**src/rtl/find_zero_index_pkg.sv**
```systemverilog
// Shared constants and sizing helpers for the free-slot finder.
package find_zero_index_pkg;

    localparam int DEF_WIDTH = 4;

    // Index width able to represent 0..width inclusive (width is the sentinel).
    function automatic int idx_w(input int width);
        return $clog2(width) + 1;
    endfunction

    function automatic int none_idx(input int width);
        return width;
    endfunction

endpackage

```
**src/rtl/find_zero_index_zero_scan.sv**
```systemverilog
// Combinational priority scan: lowest position whose bit is 0 and whose mask bit is 1.
module zero_scan
    import find_zero_index_pkg::*;
#(
    parameter int WIDTH = DEF_WIDTH,
    parameter int IDX_W = idx_w(WIDTH)
) (
    input  logic [WIDTH-1:0] vec,
    input  logic [WIDTH-1:0] mask,
    output logic [IDX_W-1:0] idx,
    output logic             hit
);

    // Walk from MSB down so the lowest qualifying position is the last written.
    always_comb begin
        idx = IDX_W'(none_idx(WIDTH));
        hit = 1'b0;
        for (int i = WIDTH - 1; i >= 0; i--) begin
            if (!vec[i] && mask[i]) begin
                idx = IDX_W'(i);
                hit = 1'b1;
            end
        end
    end

endmodule

```
**src/rtl/find_zero_index.sv**
```systemverilog
// Registered finder of the two lowest zero bits of a vector (one-cycle latency).
// Optional zero-count output enabled by defining FIND_ZERO_INDEX_COUNT_EN.
module find_zero_index
    import find_zero_index_pkg::*;
#(
    parameter int WIDTH = DEF_WIDTH,
    parameter int IDX_W = idx_w(WIDTH)
) (
    input  logic             clk,
    input  logic             rst_n,
    input  logic [WIDTH-1:0] in,
    input  logic             in_vld,
    output logic [IDX_W-1:0] first0,
    output logic [IDX_W-1:0] second0,
`ifdef FIND_ZERO_INDEX_COUNT_EN
    output logic [IDX_W-1:0] zero_cnt,
`endif
    output logic             out_vld
);

    localparam logic [IDX_W-1:0] NONE = IDX_W'(none_idx(WIDTH));

    logic [WIDTH-1:0] w_mask1;
    logic [WIDTH-1:0] w_mask2;
    logic [IDX_W-1:0] w_idx1;
    logic [IDX_W-1:0] w_idx2;
    logic             w_hit1;
    logic             w_hit2;
    logic [IDX_W-1:0] w_first;
    logic [IDX_W-1:0] w_second;

    logic [IDX_W-1:0] r_first0;
    logic [IDX_W-1:0] r_second0;
    logic             r_out_vld;

    assign w_mask1 = '1;

    zero_scan #(.WIDTH(WIDTH), .IDX_W(IDX_W)) u_scan_first (
        .vec  (in),
        .mask (w_mask1),
        .idx  (w_idx1),
        .hit  (w_hit1)
    );

    // Second scan only sees positions strictly above the first zero.
    for (genvar gi = 0; gi < WIDTH; gi++) begin : g_mask2
        assign w_mask2[gi] = w_hit1 && (IDX_W'(gi) > w_idx1);
    end

    zero_scan #(.WIDTH(WIDTH), .IDX_W(IDX_W)) u_scan_second (
        .vec  (in),
        .mask (w_mask2),
        .idx  (w_idx2),
        .hit  (w_hit2)
    );

    assign w_first  = w_hit1 ? w_idx1 : NONE;
    assign w_second = w_hit2 ? w_idx2 : NONE;

    // Only in_vld cycles load the result, so X on an idle bus never reaches the outputs.
    always_ff @(posedge clk or negedge rst_n) begin
        if (!rst_n) begin
            r_first0  <= NONE;
            r_second0 <= NONE;
            r_out_vld <= 1'b0;
        end else begin
            r_out_vld <= in_vld;
            if (in_vld) begin
                r_first0  <= w_first;
                r_second0 <= w_second;
            end
        end
    end

    assign first0  = r_first0;
    assign second0 = r_second0;
    assign out_vld = r_out_vld;

`ifdef FIND_ZERO_INDEX_COUNT_EN
    logic [IDX_W-1:0] w_cnt;
    logic [IDX_W-1:0] r_zero_cnt;

    always_comb begin
        w_cnt = '0;
        for (int i = 0; i < WIDTH; i++) begin
            w_cnt = w_cnt + {{(IDX_W-1){1'b0}}, ~in[i]};
        end
    end

    always_ff @(posedge clk or negedge rst_n) begin
        if (!rst_n) begin
            r_zero_cnt <= '0;
        end else if (in_vld) begin
            r_zero_cnt <= w_cnt;
        end
    end

    assign zero_cnt = r_zero_cnt;
`endif

endmodule

```
**config.mk**
```make
export PLATFORM = sky130hd
export DESIGN_NAME = find_zero_index
export DESIGN_NICKNAME = d
export VERILOG_FILES = /design/src/rtl/find_zero_index_pkg.sv /design/src/rtl/find_zero_index_zero_scan.sv /design/src/rtl/find_zero_index.sv
export SDC_FILE = /design/constraint.sdc
export NUM_CORES = 1
export LEC_CHECK = 0
export CORE_AREA = 2 2 39 41
export DETAILED_ROUTE_END_ITERATION = 10
export DIE_AREA = 0 0 41 43
export GPL_ROUTABILITY_DRIVEN = 0
export PLACE_DENSITY_LB_ADDON = 0.1
export SYNTH_ARGS = -nofsm -noshare
export SYNTH_HDL_FRONTEND = slang
export SYNTH_SLANG_ARGS = --single-unit
```
**constraint.sdc**
```tcl
create_clock -name clk -period 0.8 [get_ports clk]
set_input_delay 0.16 -clock clk [delete_from_list [all_inputs] [get_ports clk]]
set_output_delay 0.16 -clock clk [all_outputs]
set_load 0.05 [all_outputs]
```
==> results.txt <==
outcome - finished with violations
failing checks - setup timing
Sw Share - 30.3%
antenna viol nets, final - 0
share of layout cells above drive strength 1 - 53.7%
Hold Fails Final Rpt - 0
max-cap viol count - 0
Hold Crit Class - in2async
Logic pwr share - 33.9%
final number of setup-violating endpoints - 8
Mapped Cells - 34
GR Util All Layers - 10.2%
Final Cell Area - 619 um^2
yosys synthesis warning count - 0
core area - 1380 um^2
Lkg Pwr - 0.271 nW
first-pass GRT wire length - 1170 um
Area Growth Syn to Fin - 76.2%
crit path capture type - output pin
top-area cell type share of the netlist area - 35.6%
hold buffers post-CTS - 0
kind of critical path - reg2out
vias per std cell - 4.51
Worst Path Max Fanout - 2
slew margin rel. - 78.4%
First-pass DRT Iterations - 1
crit start category - flip-flop
CP bufs+invs - 1
hold slack - 173 ps
PortBufs - 13
period utilization - 137%
Placement Cell Area - 593 um^2
1st-iter DRT viols - 0
Fin Setup TNS - -1530 ps
crit-path cells - buf_12
Die Span X - 41 um
sequential share of the synthesized area - 50.5%
Data required, critical path - 640 ps
largest net degree at the start of global routing - 8
Overall Power - 1.12 mW
total clock buffers created by CTS - 3
CP max stage delay - 550 ps
Post-Syn Nets - 41
synth unique cells - 20
wire per inst - 10.2 um
pwr dens - 1800 nW/um^2
Slowest-stage cell, CP - dfstp_2
CTS tree - built
PnR worst setup slack - -294 ps
dominant cell type by area after synthesis - dfrtp_1
clk slew on worst S/H paths - 50 ps
sequential power share - 37.9%
nets - 62
die area - 1760 um^2
Synth area leaders - dfrtp_1, dfstp_2, o21ai_0
total number of vias - 316
Internal - 778 uW
Worst-Skew Late Latency - 240 ps
Clk pwr share - 28.2%
Arr. time, crit path - 930 ps
largest delay contributor family on the critical path - flip-flops
Fmax achieved - 914 MHz
peak supply drop - 0.649 mV
ant diodes - 0
GR Overflow Total - 0
crit path time final - 1090 ps
vias in the first global route - 284
Clock Skews - 0 ps
unrepaired setup endpoints after global routing - yes
H-tree Lvls - 1
Post-DP HPWL - 585 um
CTS max path bufs - 2
Net Sw Power - 338 uW
Cell Area, Synth - 352 um^2
DRC - 0
num rows - 14
Syn Area/Cell - 10.3 um^2
pins over their slew limit - 0
Clock Sinks - 7
Ports - 14
initial antenna violation count - 0
chip height - 43 um
Yosys reg bits - 7
filler instances - 137
wirelength, routed - 717 um
Root Driver - clkbuf_4
initial core utilization - 25.4%
slew of the pin with the lowest slew margin - 323 ps
-- metrics by stage --
step           std cells  setup slack (ps)  util [%]
2_1_floorplan         34              -175         -
4_1_cts               70              -304      44.7
3_5_place_dp          66              -615      42.9
6_report              70              -294      44.8
3_3_place_gp          66              -590      42.9
5_1_grt               70              -316      44.8
-- power groups by stage --
| stage | logic [mW] | clock network, mW | registers [mW] |
|---|---|---|---|
| 6_report | 0.378 | 0.315 | 0.423 |
| 3_3_place_gp | 0.377 | 0 | 0.427 |
| 4_1_cts | 0.379 | 0.330 | 0.423 |
| 3_5_place_dp | 0.379 | 0 | 0.428 |
| 5_1_grt | 0.401 | 0.351 | 0.426 |
| 2_1_floorplan | 0.0756 | 0 | 0.522 |
-- logic make-up (layout without fill, tap and decap cells) --
logic type | Yosys count | in the layout | synth area share [%]
DFF | 7 | 7 | 50.5
buffers and inverters | 7 | 27 | 12.1
AOI/OAI and AO/OA | 10 | 10 | 20.6
and+or+nand+nor | 9 | 9 | 13.5
adders and majority gates | 1 | 1 | 3.20
-- registers in the layout, indices dropped and copies added, names as in the netlist --
signal	cells
second0	3
out_vld	1
first0	3
-- final timing paths --
kind                                  from    endpoint  slack [ps]  cells after the start
worst max-delay path            second0[2]  second0[2]        -290                      1
worst min register to register   first0[2]   first0[2]         480                      2
worst max register to register   first0[0]   first0[0]         -30                      2
max in group asynchronous            rst_n   first0[2]         330                      1
worst min-delay path                 rst_n  second0[0]         170                      1
min in group clk                     in[0]   first0[0]         200                      2
-- cells in the final DEF (no fill, tap or decap) --
cell type,n
maj3_2,1
buf_4,4
o21ai_1,2
buf_2,3
dfrtp_1,2
buf_12,7
dlygate4sd2_1,2
dfstp_2,2
nand3_1,1
inv_1,4
clkdlybuf4s50_1,1
clkbuf_1,1
dfrtp_2,3
nor2_1,2
o32a_1,1
buf_6,2
o21ai_0,3
a21oi_1,1
nor2b_4,1
a31o_2,1
nor3_1,1
a221oi_2,1
a22o_1,1
nand4_1,1
clkbuf_4,3
nand2_1,1
and2_4,1
nor3b_1,1
-- layout make-up --
| cell class | count | area, um^2 | area share [%] |
|---|---|---|---|
| repair buffers | 19 | 235 | 38.0 |
| inverters | 4 | 15.0 | 2.42 |
| flip-flops and latches | 7 | 181 | 29.3 |
| clock buffers | 4 | 26.3 | 4.24 |
| well taps | 16 | 20.0 | 3.23 |
| multi-input cells | 20 | 141 | 22.8 |
-- synth_stat cells (all sizes together) --
cell    n
a21oi   1
a221oi  1
a22o    1
a31o    1
and2    1
buf     3
dfrtp   5
dfstp   2
inv     4
maj3    1
nand2   1
nand3   1
nand4   1
nor2    2
nor2b   1
nor3    1
nor3b   1
o21ai   5
o32a    1
-- routing by layer --
metal | GRT usage [%] | share of wire (%) | up-vias | wire length [um]
met5 | 0 | 0 | - | 0
met4 | 8.00 | 0.70 | 0 | 5
met3 | 3.14 | 6.4 | 2 | 46
met2 | 12.8 | 48 | 9 | 347
met1 | 13.8 | 44 | 146 | 318
li1 | - | - | 159 | -
-- timing repair --
| action | 4_1_cts | 5_1_grt |
|---|---|---|
| resized for setup | 17 | 3 |
| buffers inserted | 0 | 0 |
| setup endpoints to repair | 13 | 11 |
| pin swaps | 4 | 4 |
Power figures use the tool's default switching activity.
==> RTL change, RTL diff (same settings) <==
`DEF_WIDTH`: 4 -> 6.
--- a/src/rtl/find_zero_index_pkg.sv
+++ b/src/rtl/find_zero_index_pkg.sv
@@ -1,7 +1,7 @@
 // Shared constants and sizing helpers for the free-slot finder.
 package find_zero_index_pkg;
 
-    localparam int DEF_WIDTH = 4;
+    localparam int DEF_WIDTH = 6;
 
     // Index width able to represent 0..width inclusive (width is the sentinel).
     function automatic int idx_w(input int width);
Ports: changed (resized first0, in and second0); port bits go from 14 to 18. The function was not compared with the original's and may differ.
==> RTL change against the original RTL <==
The flow still finishes with violations (setup timing). Final area grew 22%. Sequential power grew 4%. Clock skew is the same. Area after synthesis grew 27%. Routed wire length grew 24%. Sequential cell count is the same. Total power grew 14%. Synthesized cell count grew 38%. Worst setup slack is essentially flat. Critical path type unchanged. Critical endpoint unchanged.
==> RTL change: results (changes against the original RTL) <==
Placed inst area - 718 sq um (+21%)
Comb power - 0.000523 W (+38%)
Cell leakage power - 0.344 nW (+27%)
GR Util met2 - 19.7% (+6.9 points)
DP Cell Count - 83 (+26%)
Reg-to-reg slack, setup - -0.10 ns (-0.07 ns)
Final setup TNS - -1.91 ns (-0.375 ns)
TritonRoute pass-1 iters - 4 (+3)
Port-buffer cells - 15 (+2)
Fraction of area in multi-input gates - 28.1% (+5.3 points)
First-pass GRT wire length - 1480 microns (+26%)
WL final - 886 microns (+24%)
Area leader, netlist - dfstp_2
Status - finished, violations left
Reg2reg start - second0[0]
Tot Pwr - 0.00128 W (+14%)
Netlist cell types - 25 (+25%)
Fillers - 134 (-2.2%)
CP max FO - 2 (unchanged)
Met1 Use GR - 14.2% (+0.38 points)
Non-clk invs - 3 (-1)
Vias in the first global route - 387 (+36%)
NetSw - 0.000411 W (+22%)
Vias/cell - 4.61 (+2.1%)
Share of cells above drive strength 1 - 51.4% (-2.4 points)
Area contributors post-synth - dfstp_2 (24%), dfrtp_1 (17%), a31oi_1 (5.6%)
Gate Count Post-Synth - 47 (+38%)
Nonclk buf count - 28 (+9)
Reg2reg path depth - 2 (unchanged)
Yosys warns - 0 (unchanged)
DRT iter0 DRCs - 12 (+12)
Peak supply drop - 0.000614 V (-5.4%)
Hpwl dp - 740 microns (+27%)
Layout Skew - 0 ns (unchanged)
Final setup violation count - 11 (+3)
Ant diodes - 0 (unchanged)
R2r endpoint - second0[0]
Post-route design area - 756 sq um (+22%)
Ys flop type - dfstp_2
Setup crit start - second0[2]
Pin count of the biggest net entering global routing - 9 (+1)
Arrival time at the worst endpoint - 0.93 ns (about the same)
Buffer share of cell area - 40.2% (+2.3 points)
H-tree depth - 1 (unchanged)
Post-route insts no fill - 90 (+29%)
Nets - 84 (+35%)
Clock network area share - 3.48% (-0.77 points)
Hold slack - 0.156 ns (-0.0168 ns)
Most frequent cells after synthesis - a31oi_1 (4), dfstp_2 (4), nand2_1 (4), nor2_1 (4)
Pre-CTS setup slack - -0.789 ns (-0.174 ns)
GRT Total Usage - 12.9% (+2.6 points)
Clk pwr - 0.000311 W (-1%)
Register area share after synthesis - 40.3% (-10 points)
Failing checks - setup timing
Worst setup margin - -0.293 ns (+0.000456 ns)
Multi-input combinational gate total - 32 (+60%)
Clock root cell - clkbuf_4
## RTL change: cell count changes after synthesis, sizes merged, moves of 2 or more
cell    unedited run  this run
a31oi              0         4
buf                3         5
dfrtp              5         3
dfstp              2         4
mux2               0         2
nand2              1         5
nand2b             0         2
nor2               2         4
o21ai              5         1
o22ai              0         2
xnor2              0         2
## RTL change: kinds of logic after synthesis
group                      count (synthesis)  share of synthesized area (%)
other                                      1                          0.840
AOI/OAI and AO/OA                         12                           18.2
and+or+nand+nor                           13                           15.1
muxes                                      2                           5.88
xor gates and xnor gates                   2                           3.92
adders and majority gates                  1                           2.24
DFF                                        7                           40.3
buffers and inverters                      9                           13.4
## RTL change: repair_timing
item,in CTS,in global routing
buffers inserted,2,1
pin swaps,1,2
gates resized for setup,24,2
endpoints found under the setup margin,13,12
## RTL change: routing by layer
layer	up-vias	part of all wire [%]
li1	211	-
met1	180	38
met2	19	50
met3	5	7.6
met4	0	4.3
met5	-	0
